**config.mk**
```make
export PLATFORM = sky130hd
export DESIGN_NAME = switch_debounce
export DESIGN_NICKNAME = d
export VERILOG_FILES = /design/src/rtl/debounce_pkg.sv /design/src/rtl/debounce_bit.sv /design/src/rtl/switch_debounce.sv
export SDC_FILE = /design/constraint.sdc
export NUM_CORES = 1
export LEC_CHECK = 0
export CORE_MARGIN = 5
export CORE_UTILIZATION = 35
export CTS_CLUSTER_SIZE = 10
export DETAILED_ROUTE_END_ITERATION = 8
export DONT_BUFFER_PORTS = 1
export PLACE_DENSITY_LB_ADDON = 0.12
export SYNTH_ARGS = -nofsm -noshare
export SYNTH_HDL_FRONTEND = slang
export SYNTH_SLANG_ARGS = --single-unit
```
**constraint.sdc**
```tcl
create_clock -name clk -period 3.8 [get_ports clk]
set_clock_uncertainty 0.05 [all_clocks]
set_input_delay 0.19 -clock clk [delete_from_list [all_inputs] [get_ports clk]]
set_output_delay 0.19 -clock clk [all_outputs]
set_load 0.02 [all_outputs]
```
**src/rtl/debounce_pkg.sv**
```systemverilog
`default_nettype none
// ============================================================================
// Module      : debounce_pkg
// Description : Shared types and helpers for the switch_debounce block:
//               per-bit FSM state encoding, stability-counter width helper
//               and glitch-counter width.
// Revision    : 1.0 - initial release
// ============================================================================
package debounce_pkg;

    // Width of the saturating rejected-bounce counter
    localparam int GLITCH_W = 8;

    // Per-bit qualification state
    typedef enum logic {
        STABLE = 1'b0,
        COUNT  = 1'b1
    } db_state_t;

    // Stability counter width: must hold DEBOUNCE_CYCLES-1, never below 1 bit
    function automatic int cnt_width(input int cycles);
        int w;
        w = $clog2(cycles);
        return (w < 1) ? 1 : w;
    endfunction

endpackage : debounce_pkg
`default_nettype wire

```
**src/rtl/debounce_bit.sv**
```systemverilog
`default_nettype none
// ============================================================================
// Module      : debounce_bit
// Description : One switch bit: two-flop synchronizer, stability counter,
//               STABLE/COUNT qualification FSM and registered rise/fall
//               strobes. o_abort flags a COUNT->STABLE bounce rejection.
// Revision    : 1.0 - initial release
// ============================================================================
module debounce_bit
    import debounce_pkg::*;
#(
    parameter int DEBOUNCE_CYCLES = 1000000
) (
    input  logic clk,
    input  logic rst_n,
    input  logic i_sw,
    output logic o_clean,
    output logic o_rise,
    output logic o_fall,
    output logic o_abort
);

    localparam int            CW         = cnt_width(DEBOUNCE_CYCLES);
    localparam logic [CW-1:0] C_CNT_LAST = CW'(DEBOUNCE_CYCLES - 1);
    localparam logic [CW-1:0] C_CNT_ONE  = CW'(1);

    logic          r_meta;
    logic          r_sync;
    db_state_t     r_state;
    logic [CW-1:0] r_cnt;
    logic          r_clean;
    logic          r_rise;
    logic          r_fall;

    // Two-flop synchronizer for the asynchronous raw switch level
    always_ff @(posedge clk or negedge rst_n) begin
        if (!rst_n) begin
            r_meta <= 1'b0;
            r_sync <= 1'b0;
        end else begin
            r_meta <= i_sw;
            r_sync <= r_meta;
        end
    end

    // Qualification FSM: a new level is accepted only after holding for
    // DEBOUNCE_CYCLES clocks; strobes default low so they last one cycle
    always_ff @(posedge clk or negedge rst_n) begin
        if (!rst_n) begin
            r_state <= STABLE;
            r_cnt   <= '0;
            r_clean <= 1'b0;
            r_rise  <= 1'b0;
            r_fall  <= 1'b0;
        end else begin
            r_rise <= 1'b0;
            r_fall <= 1'b0;
            case (r_state)
                STABLE: begin
                    if (r_sync != r_clean) begin
                        r_state <= COUNT;
                        r_cnt   <= C_CNT_ONE;
                    end else begin
                        r_cnt   <= '0;
                    end
                end
                COUNT: begin
                    if (r_sync == r_clean) begin
                        // Bounced back before qualifying: drop silently
                        r_state <= STABLE;
                        r_cnt   <= '0;
                    end else if (r_cnt == C_CNT_LAST) begin
                        r_clean <= r_sync;
                        r_rise  <= r_sync;
                        r_fall  <= ~r_sync;
                        r_cnt   <= '0;
                        r_state <= STABLE;
                    end else begin
                        r_cnt   <= r_cnt + C_CNT_ONE;
                    end
                end
                default: begin
                    r_state <= STABLE;
                    r_cnt   <= '0;
                end
            endcase
        end
    end

    assign o_clean = r_clean;
    assign o_rise  = r_rise;
    assign o_fall  = r_fall;
    // High in the cycle whose clock edge performs a bounce abort
    assign o_abort = (r_state == COUNT) && (r_sync == r_clean);

endmodule : debounce_bit
`default_nettype wire

```
**src/rtl/switch_debounce.sv**
```systemverilog
`default_nettype none
// ============================================================================
// Module      : switch_debounce
// Description : Conditions NUM_SW raw slide-switch inputs into clean
//               synchronous levels plus one-cycle rise/fall strobes.
//               Optional macro SWITCH_DEBOUNCE_GLITCH_CNT_EN adds an 8-bit
//               saturating GLITCH_CNT of rejected bounces across all bits.
// Revision    : 1.0 - initial release
// ============================================================================
module switch_debounce
    import debounce_pkg::*;
#(
    parameter int NUM_SW          = 2,
    parameter int DEBOUNCE_CYCLES = 1000000
) (
    input  logic                clk,
    input  logic                CPU_RESETN,
    input  logic [NUM_SW-1:0]   SW,
    output logic [NUM_SW-1:0]   SW_CLEAN,
    output logic [NUM_SW-1:0]   SW_RISE,
`ifdef SWITCH_DEBOUNCE_GLITCH_CNT_EN
    output logic [NUM_SW-1:0]   SW_FALL,
    output logic [GLITCH_W-1:0] GLITCH_CNT
`else
    output logic [NUM_SW-1:0]   SW_FALL
`endif
);

    logic [NUM_SW-1:0] w_abort;

    // One independent debouncer per switch bit
    generate
        for (genvar gi = 0; gi < NUM_SW; gi++) begin : g_bit
            debounce_bit #(
                .DEBOUNCE_CYCLES (DEBOUNCE_CYCLES)
            ) u_bit (
                .clk     (clk),
                .rst_n   (CPU_RESETN),
                .i_sw    (SW[gi]),
                .o_clean (SW_CLEAN[gi]),
                .o_rise  (SW_RISE[gi]),
                .o_fall  (SW_FALL[gi]),
                .o_abort (w_abort[gi])
            );
        end
    endgenerate

`ifdef SWITCH_DEBOUNCE_GLITCH_CNT_EN
    logic [4:0]          w_abort_cnt;
    logic [GLITCH_W:0]   w_glitch_sum;
    logic [GLITCH_W-1:0] r_glitch;

    // Population count of bits aborting this cycle
    always_comb begin
        w_abort_cnt = '0;
        for (int i = 0; i < NUM_SW; i++) begin
            w_abort_cnt = w_abort_cnt + {4'b0, w_abort[i]};
        end
    end

    assign w_glitch_sum = {1'b0, r_glitch} + (GLITCH_W + 1)'(w_abort_cnt);

    // Saturating accumulation of rejected bounces
    always_ff @(posedge clk or negedge CPU_RESETN) begin
        if (!CPU_RESETN) begin
            r_glitch <= '0;
        end else if (w_glitch_sum[GLITCH_W]) begin
            r_glitch <= '1;
        end else begin
            r_glitch <= w_glitch_sum[GLITCH_W-1:0];
        end
    end

    assign GLITCH_CNT = r_glitch;
`else
    logic w_unused_abort;
    assign w_unused_abort = ^w_abort;
`endif

endmodule : switch_debounce
`default_nettype wire

```
==> results of run 1 <==
[power breakdown]
part / switching (mW) / internal [mW]
clock: 0.194 / 0.265
combinational: 0.0278 / 0.0130
sequential: 0.00804 / 0.561
[state kept, by name (all words and copies together) (netlist names)]
register,flops
g_bit.u_bit.r_state,2
g_bit.u_bit.o_fall,2
g_bit.u_bit.r_cnt,40
g_bit.u_bit.r_meta,2
g_bit.u_bit.r_sync,2
g_bit.u_bit.o_clean,2
g_bit.u_bit.o_rise,2
[layer usage]
layer,vias up,wire (um),part of all wire
li1,863,-,-
met1,849,2180,0.46
met2,17,2350,0.50
met3,5,135,0.029
met4,0,42,0.0089
met5,-,0,0
[Yosys cell counts, types with 4 or more instances]
master and instances:
dfrtp_1 52, inv_1 4, o21ai_0 5, nand3_1 16, nor3_1 6, buf_4 8, and3_1 7, nor4_1 5
a21oi_1 12, or3_1 4, xor2_1 17, nand2_1 14, nor2_1 29, o31ai_1 7, and2_1 5, or4_1 7
nand4_1 11, xnor2_1 10
[logic make-up (layout without fill, tap and decap cells)]
family | after synthesis | count (layout) | share of synthesized area
AO/OA/AOI/OAI | 28 | 28 | 0.0674
XOR/XNOR | 27 | 27 | 0.0929
adder cells (fa/ha/maj) | 2 | 2 | 0.00983
buffers and inverters | 16 | 16 | 0.0418
flip-flops | 52 | 52 | 0.511
multiplexers | 2 | 2 | 0.00885
AND/OR/NAND/NOR | 117 | 117 | 0.268
[per-stage QoR]
| step | hold WS, ps | setup slack, ps | instances | utilization |
|---|---|---|---|---|
| after floorplan | -156 | 2110 | 244 | - |
| after global placement | -154 | 1560 | 331 | 0.359 |
| after detailed placement | -154 | 1490 | 331 | 0.359 |
| after CTS | 312 | 1450 | 343 | 0.386 |
| after global routing | 337 | 1240 | 343 | 0.386 |
| final | 308 | 1510 | 343 | 0.386 |
[worst max-delay path, delay by kind of cell, from the launching register on]
family                     cells  cell delay [ps]
AOI/OAI and AO/OA              2              940
adders and majority gates      1              220
DFF                            1              440
and+or+nand+nor                2              460
[layout make-up]
type / instances / area share
Clock inverter: 3 / 0.0248
Timing Repair Buffer: 4 / 0.0208
Inverter: 4 / 0.00542
Clock buffer: 5 / 0.0248
Sequential cell: 52 / 0.469
Tap cell: 99 / 0.0447
Multi-Input combinational cell: 176 / 0.410
[how the worst min path moves through the flow]
stage                                startpoint                       end  cells past startpoint
after global routing      g_bit[1].u_bit.r_meta     g_bit[1].u_bit.r_sync                      0
after detailed placement             CPU_RESETN  g_bit[0].u_bit.r_cnt[19]                      0
after floorplan                      CPU_RESETN    g_bit[0].u_bit.o_clean                      0
after CTS                 g_bit[0].u_bit.r_meta     g_bit[0].u_bit.r_sync                      0
after global placement               CPU_RESETN  g_bit[0].u_bit.r_cnt[18]                      0
final                     g_bit[1].u_bit.r_meta     g_bit[1].u_bit.r_sync                      0
==> results.sh, run 1 <==
export IMPL_critical_path_endpoint="g_bit[0].u_bit.r_state"
export IMPL_finalPower_mw=1.07
export IMPL_vias=1734
export IMPL_post_route_cells_drive_above_1_share=0.0820
export IMPL_antenna_cells=0
export IMPL_synth_distinct_cells=37
export IMPL_die_y_um=95.3
export IMPL_rsz0062_at_grt="false"
export IMPL_clkTransAtPathRegs_ps=100
export IMPL_async_reset_ff_frac=1.00
export IMPL_outcome="completed"
export IMPL_cts_root_buf="clkbuf_8"
export IMPL_yosys_warnings=0
export IMPL_initial_utilization=0.355
export IMPL_r2r_end="g_bit[0].u_bit.r_state"
export IMPL_port_buffer_count=0
export IMPL_r2r_start="g_bit[0].u_bit.r_cnt[0]"
export IMPL_hold_class="flip-flop to flip-flop"
export IMPL_post_cts_setup_buffer_count=0
export IMPL_finalSetupViolations=0
export IMPL_synth_nets=250
export IMPL_antenna_found_initial=0
export IMPL_path_cells="ha_1, and2_1, nand4_1, o21bai_2, o21ai_0"
export IMPL_crit_path_start="g_bit[0].u_bit.r_cnt[0]"
export IMPL_gr_usage_met1=0.142
export IMPL_wl_um=4700
export IMPL_period_needed_ps=2290
export IMPL_finalHoldViolCount=0
export IMPL_final_area_sq_mm=0.00277
export IMPL_mostFrequentLayoutCells="52 x dfrtp_1, 29 x nor2_1, 17 x xor2_1"
export IMPL_use_met2=0.201
export IMPL_dr_pass1_iters=4
export IMPL_ys_seq_area_frac=0.511
export IMPL_synth_ff_type="dfrtp_1"
export IMPL_hpwl_um=3140
export IMPL_cts_sinks=52
export IMPL_rrSetupSlack_ps=1510
export IMPL_met3_usage=0.0268
export IMPL_path_max_fanout=21
export IMPL_tightest_slew_ps=839
export IMPL_setup_worst_path_class="flip-flop to flip-flop"
export IMPL_synth_avg_cell_area_sq_um=10.4
export IMPL_maxCapViolations=0
export IMPL_core_area_sq_mm=0.00718
export IMPL_cpPeakStageDelay_ps=740
export IMPL_drt_vias_per_instance=5.06
export IMPL_rows=31
export IMPL_placedInstanceArea_sq_mm=0.00258
export IMPL_power_density_mw_per_mm2=386
export IMPL_register_area_sq_mm=0.00130
export IMPL_clockBufferDepth=2
export IMPL_synth_edf_count=0
export IMPL_n_fill_cell=714
export IMPL_drc=0
export IMPL_cts_tree="built"
export IMPL_rr_worst_depth=5
export IMPL_die_w_um=95.3
export IMPL_gp_congestion=0.720
export IMPL_final_common_cell="dfrtp_1"
export IMPL_arrival_ps=2390
export IMPL_crit_slowest_cell="o21bai_2"
export IMPL_multi_input_area_sq_mm=0.00114
export IMPL_syn_instance_count=244
export IMPL_grt_start_max_net_pins=53
export IMPL_synth_seq_cells=52
export IMPL_gr_total_overflow=0
export IMPL_ioPinCount=10
export IMPL_netlist_top_cells_area="dfrtp_1 51%, xor2_1 5.9%, nor2_1 4.3%"
export IMPL_post_route_period_util=0.602
export IMPL_grt_pass1_wl_um=8340
export IMPL_critPathLaunchType="flip-flop"
export IMPL_track_usage=0.116
export IMPL_peakVddDrop_mv=0.183
export IMPL_yosysTopAreaCellShare=0.511
export IMPL_syn_area_sq_mm=0.00254
export IMPL_ant_nets=0
export IMPL_cts_resized=0
export IMPL_syn_to_final_growth_pct=8.95
export IMPL_clk_latency_ps=310
export IMPL_p_leak_nw=1.11
export IMPL_relSlewSlack=0.440
export IMPL_htreeDepth=2
export IMPL_end_kind="flip-flop"
export IMPL_dieArea_sq_mm=0.00908
export IMPL_crit_required_ps=3900
export IMPL_grt_pass1_vias=1785
export IMPL_slew_viol_final=0
export IMPL_fin_nets=249
export IMPL_wl_per_cell_um=13.7
export IMPL_synth_top_cell_by_area="dfrtp_1"
export IMPL_fmax_ghz=0.437
export IMPL_top_usage_layer="met2"
export IMPL_first_iter_violations=62
export IMPL_fin_tns_setup_ps=0
export IMPL_hold_buffers=4
export IMPL_cts_buffers=5
Note: power is estimated with default switching activity, not from simulation.
==> run 2: changes to the inputs <==
==> constraint.sdc (replaced) <==
create_clock -name clk -period 2.15 [get_ports clk]
set_clock_uncertainty 0.05 [all_clocks]
set_input_delay 0.1075 -clock clk [delete_from_list [all_inputs] [get_ports clk]]
set_output_delay 0.1075 -clock clk [all_outputs]
set_load 0.02 [all_outputs]
==> run 2 against run 1 <==
Largest cell class unchanged. Utilization increased by 0.51 points. Global-route usage decreased by 0.080 points. First-iteration DRC count rose by 6.5%. Total power up 74%. Count of clock-buffer cells in the layout did not move. Combinational power is 99% higher. Hold slack worse by 50 ps. Die area stayed put. Sequential share of layout area decreased by 0.61 points. Fmax up 23%.
==> results.sh, run 2 (synthesized netlist as in run 1, its figures left out) <==
export IMPL_outcome="completed"
export IMPL_drt_vias_per_instance=5.02
export IMPL_largest_reg_flops=40
export IMPL_hpwl_um=3210
export IMPL_post_cts_setup_buffer_count=0
export IMPL_wl_um=4670
export IMPL_post_route_period_util=0.866
export IMPL_finalPower_mw=1.86
export IMPL_initial_utilization=0.355
export IMPL_largest_register="g_bit.u_bit.r_cnt"
export IMPL_die_w_um=95.3
export IMPL_cts_tree="built"
export IMPL_wl_per_cell_um=13.4
export IMPL_track_usage=0.116
export IMPL_tightest_slew_ps=347
export IMPL_drc=0
export IMPL_pre_cts_ws_ps=296
export IMPL_port_buffer_count=0
export IMPL_placedInstanceArea_sq_mm=0.00262
export IMPL_rows=31
export IMPL_first_iter_violations=66
export IMPL_finalHoldViolCount=0
export IMPL_gp_congestion=0.736
export IMPL_hold_class="input port to async pin"
export IMPL_rsz0062_at_grt="false"
export IMPL_post_route_cells_drive_above_1_share=0.100
export IMPL_ant_nets=0
export IMPL_final_area_sq_mm=0.00281
export IMPL_vias=1748
export IMPL_dieArea_sq_mm=0.00908
export IMPL_cts_root_buf="clkbuf_8"
export IMPL_cts_sinks=52
export IMPL_path_max_fanout=7
export IMPL_maxCapViolations=0
export IMPL_relSlewSlack=0.766
export IMPL_gr_total_overflow=0
export IMPL_clkTransAtPathRegs_ps=90
export IMPL_mostFrequentLayoutCells="52 x dfrtp_1, 29 x nor2_1, 17 x xor2_1"
export IMPL_crit_required_ps=2330
export IMPL_p_leak_nw=1.14
export IMPL_syn_to_final_growth_pct=10.4
export IMPL_slew_viol_final=0
export IMPL_core_area_sq_mm=0.00718
export IMPL_grt_start_max_net_pins=53
export IMPL_cts_buffers=5
export IMPL_antenna_cells=0
export IMPL_clk_latency_ps=300
export IMPL_arrival_ps=2050
export IMPL_grt_pass1_vias=1710
export IMPL_dr_pass1_iters=4
export IMPL_ioPinCount=10
export IMPL_die_y_um=95.3
export IMPL_cts_resized=0
export IMPL_period_needed_ps=1860
export IMPL_final_common_cell="dfrtp_1"
export IMPL_finalWorstSetupSlack_ps=287
export IMPL_peakVddDrop_mv=0.366
export IMPL_end_kind="flip-flop"
export IMPL_critPathLaunchType="flip-flop"
export IMPL_antenna_found_initial=0
export IMPL_fin_tns_setup_ps=0
export IMPL_fin_nets=255
export IMPL_grt_pass1_wl_um=8150
export IMPL_hold_ws_ps=258
export IMPL_setup_worst_path_class="flip-flop to flip-flop"
export IMPL_finalSetupViolations=0
export IMPL_fmax_ghz=0.537
export IMPL_clockBufferDepth=2
export IMPL_htreeDepth=2
export IMPL_power_density_mw_per_mm2=663
-- run 2: critical path: stages, from the launching register on --
cell     delay (ps)
dfrtp_1         410
ha_1            220
and2_1          240
nand2_1         180
or4_1           530
a21oi_1         160
-- run 2: cell type report --
class / count / area [sq um]
tap: 99 / 124
sequential: 52 / 1300
multi-input combinational: 176 / 1140
clock inverter: 2 / 60.1
inverter: 4 / 15.0
fill: 717 / 4370
timing repair buffer: 10 / 103
clock buffer: 5 / 68.8
-- run 2: power by group --
part           internal [mW]  switching [mW]  total (mW)
clock                  0.458           0.318       0.776
combinational         0.0298          0.0510      0.0808
sequential             0.992          0.0135        1.01
total                   1.48           0.382        1.86
-- run 2: repair_timing --
action | 4_1_cts | 5_1_grt
endpoints found under the setup margin | 0 | 0
hold endpoints to repair | 54 | 0
hold buffers | 4 | 0
-- run 2: path summary, 6_finish.rpt --
check | to | slack (ps) | cells after the start | startpoint
setup / recovery | g_bit[0].u_bit.r_cnt[14] | 290 | 5 | g_bit[0].u_bit.r_cnt[0]
setup reg to reg | g_bit[0].u_bit.r_cnt[14] | 290 | 5 | g_bit[0].u_bit.r_cnt[0]
hold reg to reg | g_bit[0].u_bit.r_sync | 300 | 0 | g_bit[0].u_bit.r_meta
hold / removal | g_bit[0].u_bit.o_fall | 260 | 2 | CPU_RESETN
max in group asynchronous | g_bit[1].u_bit.r_cnt[4] | 1540 | 2 | CPU_RESETN
min in group clk | g_bit[0].u_bit.r_meta | 300 | 1 | SW[0]
-- run 2: through the flow --
step,std cells,util
final,348,0.391
after global routing,348,0.391
after CTS,348,0.391
after detailed placement,337,0.365
after global placement,337,0.365
after floorplan,244,-
-- run 2: per-layer routing --
metal | GRT usage | share of wire | vias to the layer above
li1 | - | - | 872
met1 | 0.153 | 0.49 | 860
met2 | 0.183 | 0.47 | 11
met3 | 0.0355 | 0.029 | 5
met4 | 0.0325 | 0.011 | 0
met5 | 0 | 0 | -
